**config.mk**
```make
export PLATFORM = sky130hd
export DESIGN_NAME = clk_step_ctrl_flat
export DESIGN_NICKNAME = d
export VERILOG_FILES = /design/src/rtl/clk_step_pkg.sv /design/src/rtl/clk_step_ctrl_if.sv /design/src/rtl/sync_edge_det.sv /design/src/rtl/clk_step_ctrl.sv /design/src/flat_wrapper.sv
export SDC_FILE = /design/constraint.sdc
export NUM_CORES = 1
export LEC_CHECK = 0
export BUFFER_PORTS_ARGS = -buffer_cell sky130_fd_sc_hd__buf_2
export CAP_MARGIN = 20
export CORE_MARGIN = 3
export CORE_UTILIZATION = 40
export CTS_CLUSTER_SIZE = 24
export DETAILED_ROUTE_END_ITERATION = 8
export MAX_ROUTING_LAYER = met4
export SETUP_SLACK_MARGIN = 0.02
export SYNTH_ARGS = -nofsm -noshare
export SYNTH_HDL_FRONTEND = slang
export SYNTH_SLANG_ARGS = --single-unit
```
**constraint.sdc**
```tcl
create_clock -name clk -period 4.64 [get_ports clk]
set_input_delay 0.464 -clock clk [delete_from_list [all_inputs] [get_ports clk]]
set_output_delay 0.464 -clock clk [all_outputs]
set_load 0.02 [all_outputs]
```
**src/rtl/clk_step_pkg.sv**
```systemverilog
// Shared types and default sizing for the core-clock sequencer.
package clk_step_pkg;

    typedef enum logic [2:0] {
        IDLE    = 3'd0,
        STEP_HI = 3'd1,
        STEP_LO = 3'd2,
        AUTO_HI = 3'd3,
        AUTO_LO = 3'd4
    } clk_state_t;

    localparam int STEP_HALF_DEF = 4;
    localparam int DIV_WIDTH_DEF = 24;
    localparam int CNT_WIDTH_DEF = 32;

    function automatic int max_int(input int a, input int b);
        return (a > b) ? a : b;
    endfunction

endpackage

```
**src/rtl/clk_step_ctrl_if.sv**
```systemverilog
// Probe-bus control/status bundle between the probe mapping (master) and the sequencer (slave).
interface clk_step_ctrl_if
    import clk_step_pkg::*;
#(
    parameter int DIV_WIDTH = DIV_WIDTH_DEF,
    parameter int CNT_WIDTH = CNT_WIDTH_DEF
);
    logic                 clk_auto_en;
    logic                 clk_step;
    logic [DIV_WIDTH-1:0] div_value;
    logic                 count_clr;
    logic                 core_clk;
    logic                 core_clk_en;
    logic                 busy;
    logic                 step_overrun;
    logic [CNT_WIDTH-1:0] cycle_count;

    modport master (
        output clk_auto_en, clk_step, div_value, count_clr,
        input  core_clk, core_clk_en, busy, step_overrun, cycle_count
    );

    modport slave (
        input  clk_auto_en, clk_step, div_value, count_clr,
        output core_clk, core_clk_en, busy, step_overrun, cycle_count
    );

endinterface

```
**src/rtl/sync_edge_det.sv**
```systemverilog
// Two-flop synchroniser for an asynchronous level, with an optional registered rising-edge pulse.
module sync_edge_det
    import clk_step_pkg::*;
#(
    parameter bit USE_EDGE = 1'b1
) (
    input  logic clk,
    input  logic rst,
    input  logic async_in,
    output logic level,
    output logic rise
);

    logic [1:0] sync_q;

    always_ff @(posedge clk) begin
        if (rst) begin
            sync_q <= 2'b00;
        end else begin
            sync_q <= {sync_q[0], async_in};
        end
    end

    assign level = sync_q[1];

    generate
        if (USE_EDGE) begin : g_edge
            logic prev_q;
            logic rise_q;

            // The pulse itself is registered so downstream logic sees a clean one-cycle strobe.
            always_ff @(posedge clk) begin
                if (rst) begin
                    prev_q <= 1'b0;
                    rise_q <= 1'b0;
                end else begin
                    prev_q <= sync_q[1];
                    rise_q <= sync_q[1] & ~prev_q;
                end
            end

            assign rise = rise_q;
        end else begin : g_no_edge
            assign rise = 1'b0;
        end
    endgenerate

endmodule

```
**src/rtl/clk_step_ctrl.sv**
```systemverilog
// Core-clock sequencer: single debug steps or a free-running divided clock, plus cycle counter.
module clk_step_ctrl
    import clk_step_pkg::*;
#(
    parameter int DIV_WIDTH = DIV_WIDTH_DEF,
    parameter int CNT_WIDTH = CNT_WIDTH_DEF,
    parameter int STEP_HALF = STEP_HALF_DEF
) (
    input  logic           clk,
    input  logic           rst,
    clk_step_ctrl_if.slave bus
);

    localparam int HC_W = max_int(DIV_WIDTH, $clog2(STEP_HALF));
    localparam logic [HC_W-1:0] STEP_LOAD = HC_W'(STEP_HALF - 1);

    logic auto_lvl;
    logic step_rise;
    logic step_level_unused;
    logic auto_rise_unused;

    sync_edge_det #(.USE_EDGE(1'b1)) u_step_sync (
        .clk      (clk),
        .rst      (rst),
        .async_in (bus.clk_step),
        .level    (step_level_unused),
        .rise     (step_rise)
    );

    sync_edge_det #(.USE_EDGE(1'b0)) u_auto_sync (
        .clk      (clk),
        .rst      (rst),
        .async_in (bus.clk_auto_en),
        .level    (auto_lvl),
        .rise     (auto_rise_unused)
    );

    clk_state_t           state_q, state_d;
    logic [HC_W-1:0]      half_q, half_d;
    logic [DIV_WIDTH-1:0] div_q, div_d;
    logic                 ovr_set;
    logic                 en_d;
    logic                 core_clk_q, en_q, busy_q, ovr_q;
    logic [CNT_WIDTH-1:0] count_q;

    // div_value is only sampled at an AUTO_HI entry so a running period is never reshaped.
    always_comb begin
        state_d = state_q;
        half_d  = half_q;
        div_d   = div_q;
        ovr_set = 1'b0;
        case (state_q)
            IDLE: begin
                if (auto_lvl) begin
                    state_d = AUTO_HI;
                    div_d   = bus.div_value;
                    half_d  = HC_W'(bus.div_value);
                end else if (step_rise) begin
                    state_d = STEP_HI;
                    half_d  = STEP_LOAD;
                end
            end
            STEP_HI, STEP_LO: begin
                ovr_set = step_rise;
                if (half_q == '0) begin
                    state_d = (state_q == STEP_HI) ? STEP_LO : IDLE;
                    half_d  = STEP_LOAD;
                end else begin
                    half_d = half_q - HC_W'(1);
                end
            end
            AUTO_HI: begin
                if (half_q == '0) begin
                    state_d = AUTO_LO;
                    half_d  = HC_W'(div_q);
                end else begin
                    half_d = half_q - HC_W'(1);
                end
            end
            AUTO_LO: begin
                if (half_q == '0) begin
                    if (auto_lvl) begin
                        state_d = AUTO_HI;
                        div_d   = bus.div_value;
                        half_d  = HC_W'(bus.div_value);
                    end else begin
                        state_d = IDLE;
                    end
                end else begin
                    half_d = half_q - HC_W'(1);
                end
            end
            default: state_d = IDLE;
        endcase
        en_d = ((state_d == STEP_HI) && (state_q != STEP_HI)) ||
               ((state_d == AUTO_HI) && (state_q != AUTO_HI));
    end

    // Outputs are registered from the next state so they line up exactly with the state register.
    always_ff @(posedge clk) begin
        if (rst) begin
            state_q    <= IDLE;
            half_q     <= '0;
            div_q      <= '0;
            core_clk_q <= 1'b0;
            en_q       <= 1'b0;
            busy_q     <= 1'b0;
            ovr_q      <= 1'b0;
        end else begin
            state_q    <= state_d;
            half_q     <= half_d;
            div_q      <= div_d;
            core_clk_q <= (state_d == STEP_HI) || (state_d == AUTO_HI);
            en_q       <= en_d;
            busy_q     <= (state_d != IDLE);
            ovr_q      <= ovr_q | ovr_set;
        end
    end

    always_ff @(posedge clk) begin
        if (rst || bus.count_clr) begin
            count_q <= '0;
        end else begin
            count_q <= count_q + CNT_WIDTH'(en_q);
        end
    end

    assign bus.core_clk     = core_clk_q;
    assign bus.core_clk_en  = en_q;
    assign bus.busy         = busy_q;
    assign bus.step_overrun = ovr_q;
    assign bus.cycle_count  = count_q;

endmodule
```
**src/flat_wrapper.sv**
```systemverilog
// flat-port wrapper written by rule: the top's interface ports become plain ports
module clk_step_ctrl_flat import clk_step_pkg::*;
#(
    parameter int DIV_WIDTH = DIV_WIDTH_DEF,
    parameter int CNT_WIDTH = CNT_WIDTH_DEF,
    parameter int STEP_HALF = STEP_HALF_DEF
)
  (clk, rst, bus_clk_auto_en, bus_clk_step, bus_div_value, bus_count_clr, bus_core_clk, bus_core_clk_en, bus_busy, bus_step_overrun, bus_cycle_count);
  clk_step_ctrl_if #(.DIV_WIDTH(DIV_WIDTH), .CNT_WIDTH(CNT_WIDTH)) bus_i ();
  input  logic clk;
  input  logic rst;
  input wire logic [$bits(bus_i.clk_auto_en)-1:0] bus_clk_auto_en;
  input wire logic [$bits(bus_i.clk_step)-1:0] bus_clk_step;
  input wire logic [$bits(bus_i.div_value)-1:0] bus_div_value;
  input wire logic [$bits(bus_i.count_clr)-1:0] bus_count_clr;
  output wire logic [$bits(bus_i.core_clk)-1:0] bus_core_clk;
  output wire logic [$bits(bus_i.core_clk_en)-1:0] bus_core_clk_en;
  output wire logic [$bits(bus_i.busy)-1:0] bus_busy;
  output wire logic [$bits(bus_i.step_overrun)-1:0] bus_step_overrun;
  output wire logic [$bits(bus_i.cycle_count)-1:0] bus_cycle_count;
  assign bus_i.clk_auto_en = bus_clk_auto_en;
  assign bus_i.clk_step = bus_clk_step;
  assign bus_i.div_value = bus_div_value;
  assign bus_i.count_clr = bus_count_clr;
  assign bus_core_clk = bus_i.core_clk;
  assign bus_core_clk_en = bus_i.core_clk_en;
  assign bus_busy = bus_i.busy;
  assign bus_step_overrun = bus_i.step_overrun;
  assign bus_cycle_count = bus_i.cycle_count;
  clk_step_ctrl #(.DIV_WIDTH(DIV_WIDTH), .CNT_WIDTH(CNT_WIDTH), .STEP_HALF(STEP_HALF)) u_core (.clk(clk), .rst(rst), .bus(bus_i));
endmodule
```
==> qor.yml <==
nets: 645
die-area_um2: 13050
ys_seq_area_share_pct: 39.72
vias: 4301
final_util_pct: 48.43
worst_pin_slew_ns: 1.026
drive_gt1_share_pct: 15.72
synth_warnings: 0
coreArea_um2: 11130
dp_hpwl_um: 7882
stdcell_count: 757
gp_congestion: 0.8720
antennaDiodeCount: 0
ys_types: 53
firstDrtPassIters: 5
synth_flop_cell: "dfxtp_1"
wl_per_cell_um: 15.45
netlist_area_um2: 4687
fp-row-count: 38
status: "finished clean"
grt_util_met2_pct: 30.09
setup_violations: 0
fillers: 1119
timing.hold.ws_ns: 0.3350
rsz0062_at_grt: "no"
end_kind: "flop"
dp_worst_setup_slack_ns: 1.455
syn_area_per_cell_um2: 8.296
start_kind: "flop"
regArea_um2: 1862
die_height_um: 114.2
cts_resized: 0
synth_nets: 598
initial_core_util_pct: 42.13
final_cell_area_um2: 5388
fin_ws_ns: 1.376
dp.cells: 741
peakVddDrop_mv: 0.2395
cap_violations: 0
busiest_layer: "met2"
tns_ns: 0
crit_path_frequent_cell: "nor4_1"
max_slew_margin_pct: 31.53
finalWirelength_um: 11690
p_leak_nw: 2.193
power_density_nw_per_um2: 383.9
cts_inserted_buffers: 9
clock_sinks: 93
critical-path-slowest-cell: "nor4_1"
clk_pin_slew_ns: 0.06
grt_overflow: 0
synth_cells: 565
post_dp_cell_area_um2: 5094
synth_edf_count: 0
crit_family: "simple AND/OR/NAND/NOR gates"
portBuffers: 64
grt_max_degree: 35
drtAntennaViolNets: 0
drv_slew: 0
insertion_delay_ns: 0.34
min_path_type: "input pin to flop"
drt-initial-drc-count: 315
yosysTopAreaCell: "dfxtp_1"
synth_top_area_share_pct: 39.72
ys_ff_latch: 93
area_delta_synth_final_pct: 14.95
yosys-top-cells-area: "dfxtp_1, nor2_1, mux2i_1"
antenna_found_initial: 0
clockRootBuffer: "clkbuf_16"
cts_setup_buffers: 0
async_flop_share_pct: 0
htree_num_levels: 3
hold_buffers: 0
worstPathMaxFanout: 20
viasPerCell: 5.682
met3_usage_pct: 4.387
hold_viol: 0
grt_pass1_wl_um: 19420
drc_errors: 0
grt_usage_pct: 18.56
worstPathRequired_ns: 4.87
finalCritPeriodShare_pct: 70.35
pin_count: 65
grt_pass1_vias: 3904
power_mw: 2.068
path_cells: "or4_4 -> nor4_1 -> nand2_1 -> o21ai_1 -> nor2_1 -> nor4_1"
ctsLongestPathBuffers: 2
die_w_um: 114.2
critPathArrivalTime_ns: 3.50
fin_skew_ns: 0.006218
worstSetupPathType: "flop to flop"
max_stage_delay_ns: 0.72
multiInputGateArea_um2: 2658
min_period_ns: 3.264
max_clock_freq_ghz: 0.3064
crit_buf_inv: 0
cts_tree: "done"
grtUsageMet1_pct: 23.86
logic make-up (layout without fill, tap and decap cells):
logic type | count (synthesis) | in the layout | synth area share [%]
flops | 93 | 93 | 39.72
compound gates | 132 | 132 | 19.17
buf+inv | 42 | 94 | 3.764
mux | 26 | 26 | 5.553
fa+ha+maj | 4 | 4 | 1.068
simple gates | 231 | 231 | 23.81
xor+xnor | 37 | 37 | 6.914
path summary, 6_finish.rpt:
path / from / endpoint / slack [ns] / cells after the start
setup / recovery: u_core.half_q[15] / u_core.half_q[15] / 1.38 / 6
hold / removal: bus_clk_auto_en / u_core.u_auto_sync.sync_q[0] / 0.33 / 2
setup reg to reg: u_core.half_q[15] / u_core.half_q[15] / 1.38 / 6
hold reg to reg: u_core.u_step_sync.g_edge.prev_q / u_core.u_step_sync.rise / 0.38 / 1
registers in the layout, summed over array words and instances, names as in the netlist:
register / cells
u_core.bus.busy: 1
u_core.state_q: 3
u_core.bus.core_clk: 1
u_core.u_step_sync.g_edge.prev_q: 1
u_core.bus.cycle_count: 32
u_core.u_auto_sync.sync_q: 2
u_core.half_q: 24
u_core.bus.step_overrun: 1
u_core.u_step_sync.sync_q: 2
u_core.div_q: 24
u_core.u_step_sync.rise: 1
u_core.bus.core_clk_en: 1
area by class of cell:
type                            instances  area share, %
Tap cell                              140          3.251
Timing Repair Buffer                   71          6.921
Sequential cell                        93          34.56
Clock inverter                          4         0.8825
Multi-Input combinational cell        430          49.33
Clock buffer                           12          4.575
Inverter                                7         0.4877
Yosys cell counts (all sizes together), types with 4 or more instances:
master	instances
nand3	15
o21ai	32
a221oi	7
dfxtp	93
or3	13
a211oi	8
a22oi	6
nand4	13
clkbuf	29
mux2i	26
a21oi	34
buf	6
a311oi	9
o211ai	4
xor2	26
or4	7
a221o	7
nand2	37
xnor2	11
inv	7
a32oi	4
nor2	93
nor4	6
nor2b	9
and3	6
ha	4
nor3	17
layer usage:
metal | vias up | wire (µm) | part of all wire (%)
met1 | 2015 | 5327 | 46
met3 | 8 | 696 | 6.0
met2 | 130 | 5572 | 48
li1 | 2148 | - | -
met5 | - | 0 | 0
met4 | 0 | 99 | 0.85
report_power, final:
part | switching [mW] | total, mW | internal, mW | leakage (nW)
clock network | 0.305 | 0.736 | 0.431 | 0.143
registers | 0.0490 | 0.891 | 0.842 | 0.757
logic | 0.266 | 0.441 | 0.175 | 1.29
total | 0.620 | 2.07 | 1.45 | 2.19
cell usage in the layout (no fill, tap or decap), types with 15 or more instances in the layout:
cell type / count
a21oi_1: 34
buf_2: 64
dfxtp_1: 93
mux2i_1: 26
nand2_1: 37
nand3_1: 15
nor2_1: 92
nor3_1: 17
o21ai_0: 30
xor2_1: 26
Power figures use the tool's default switching activity.
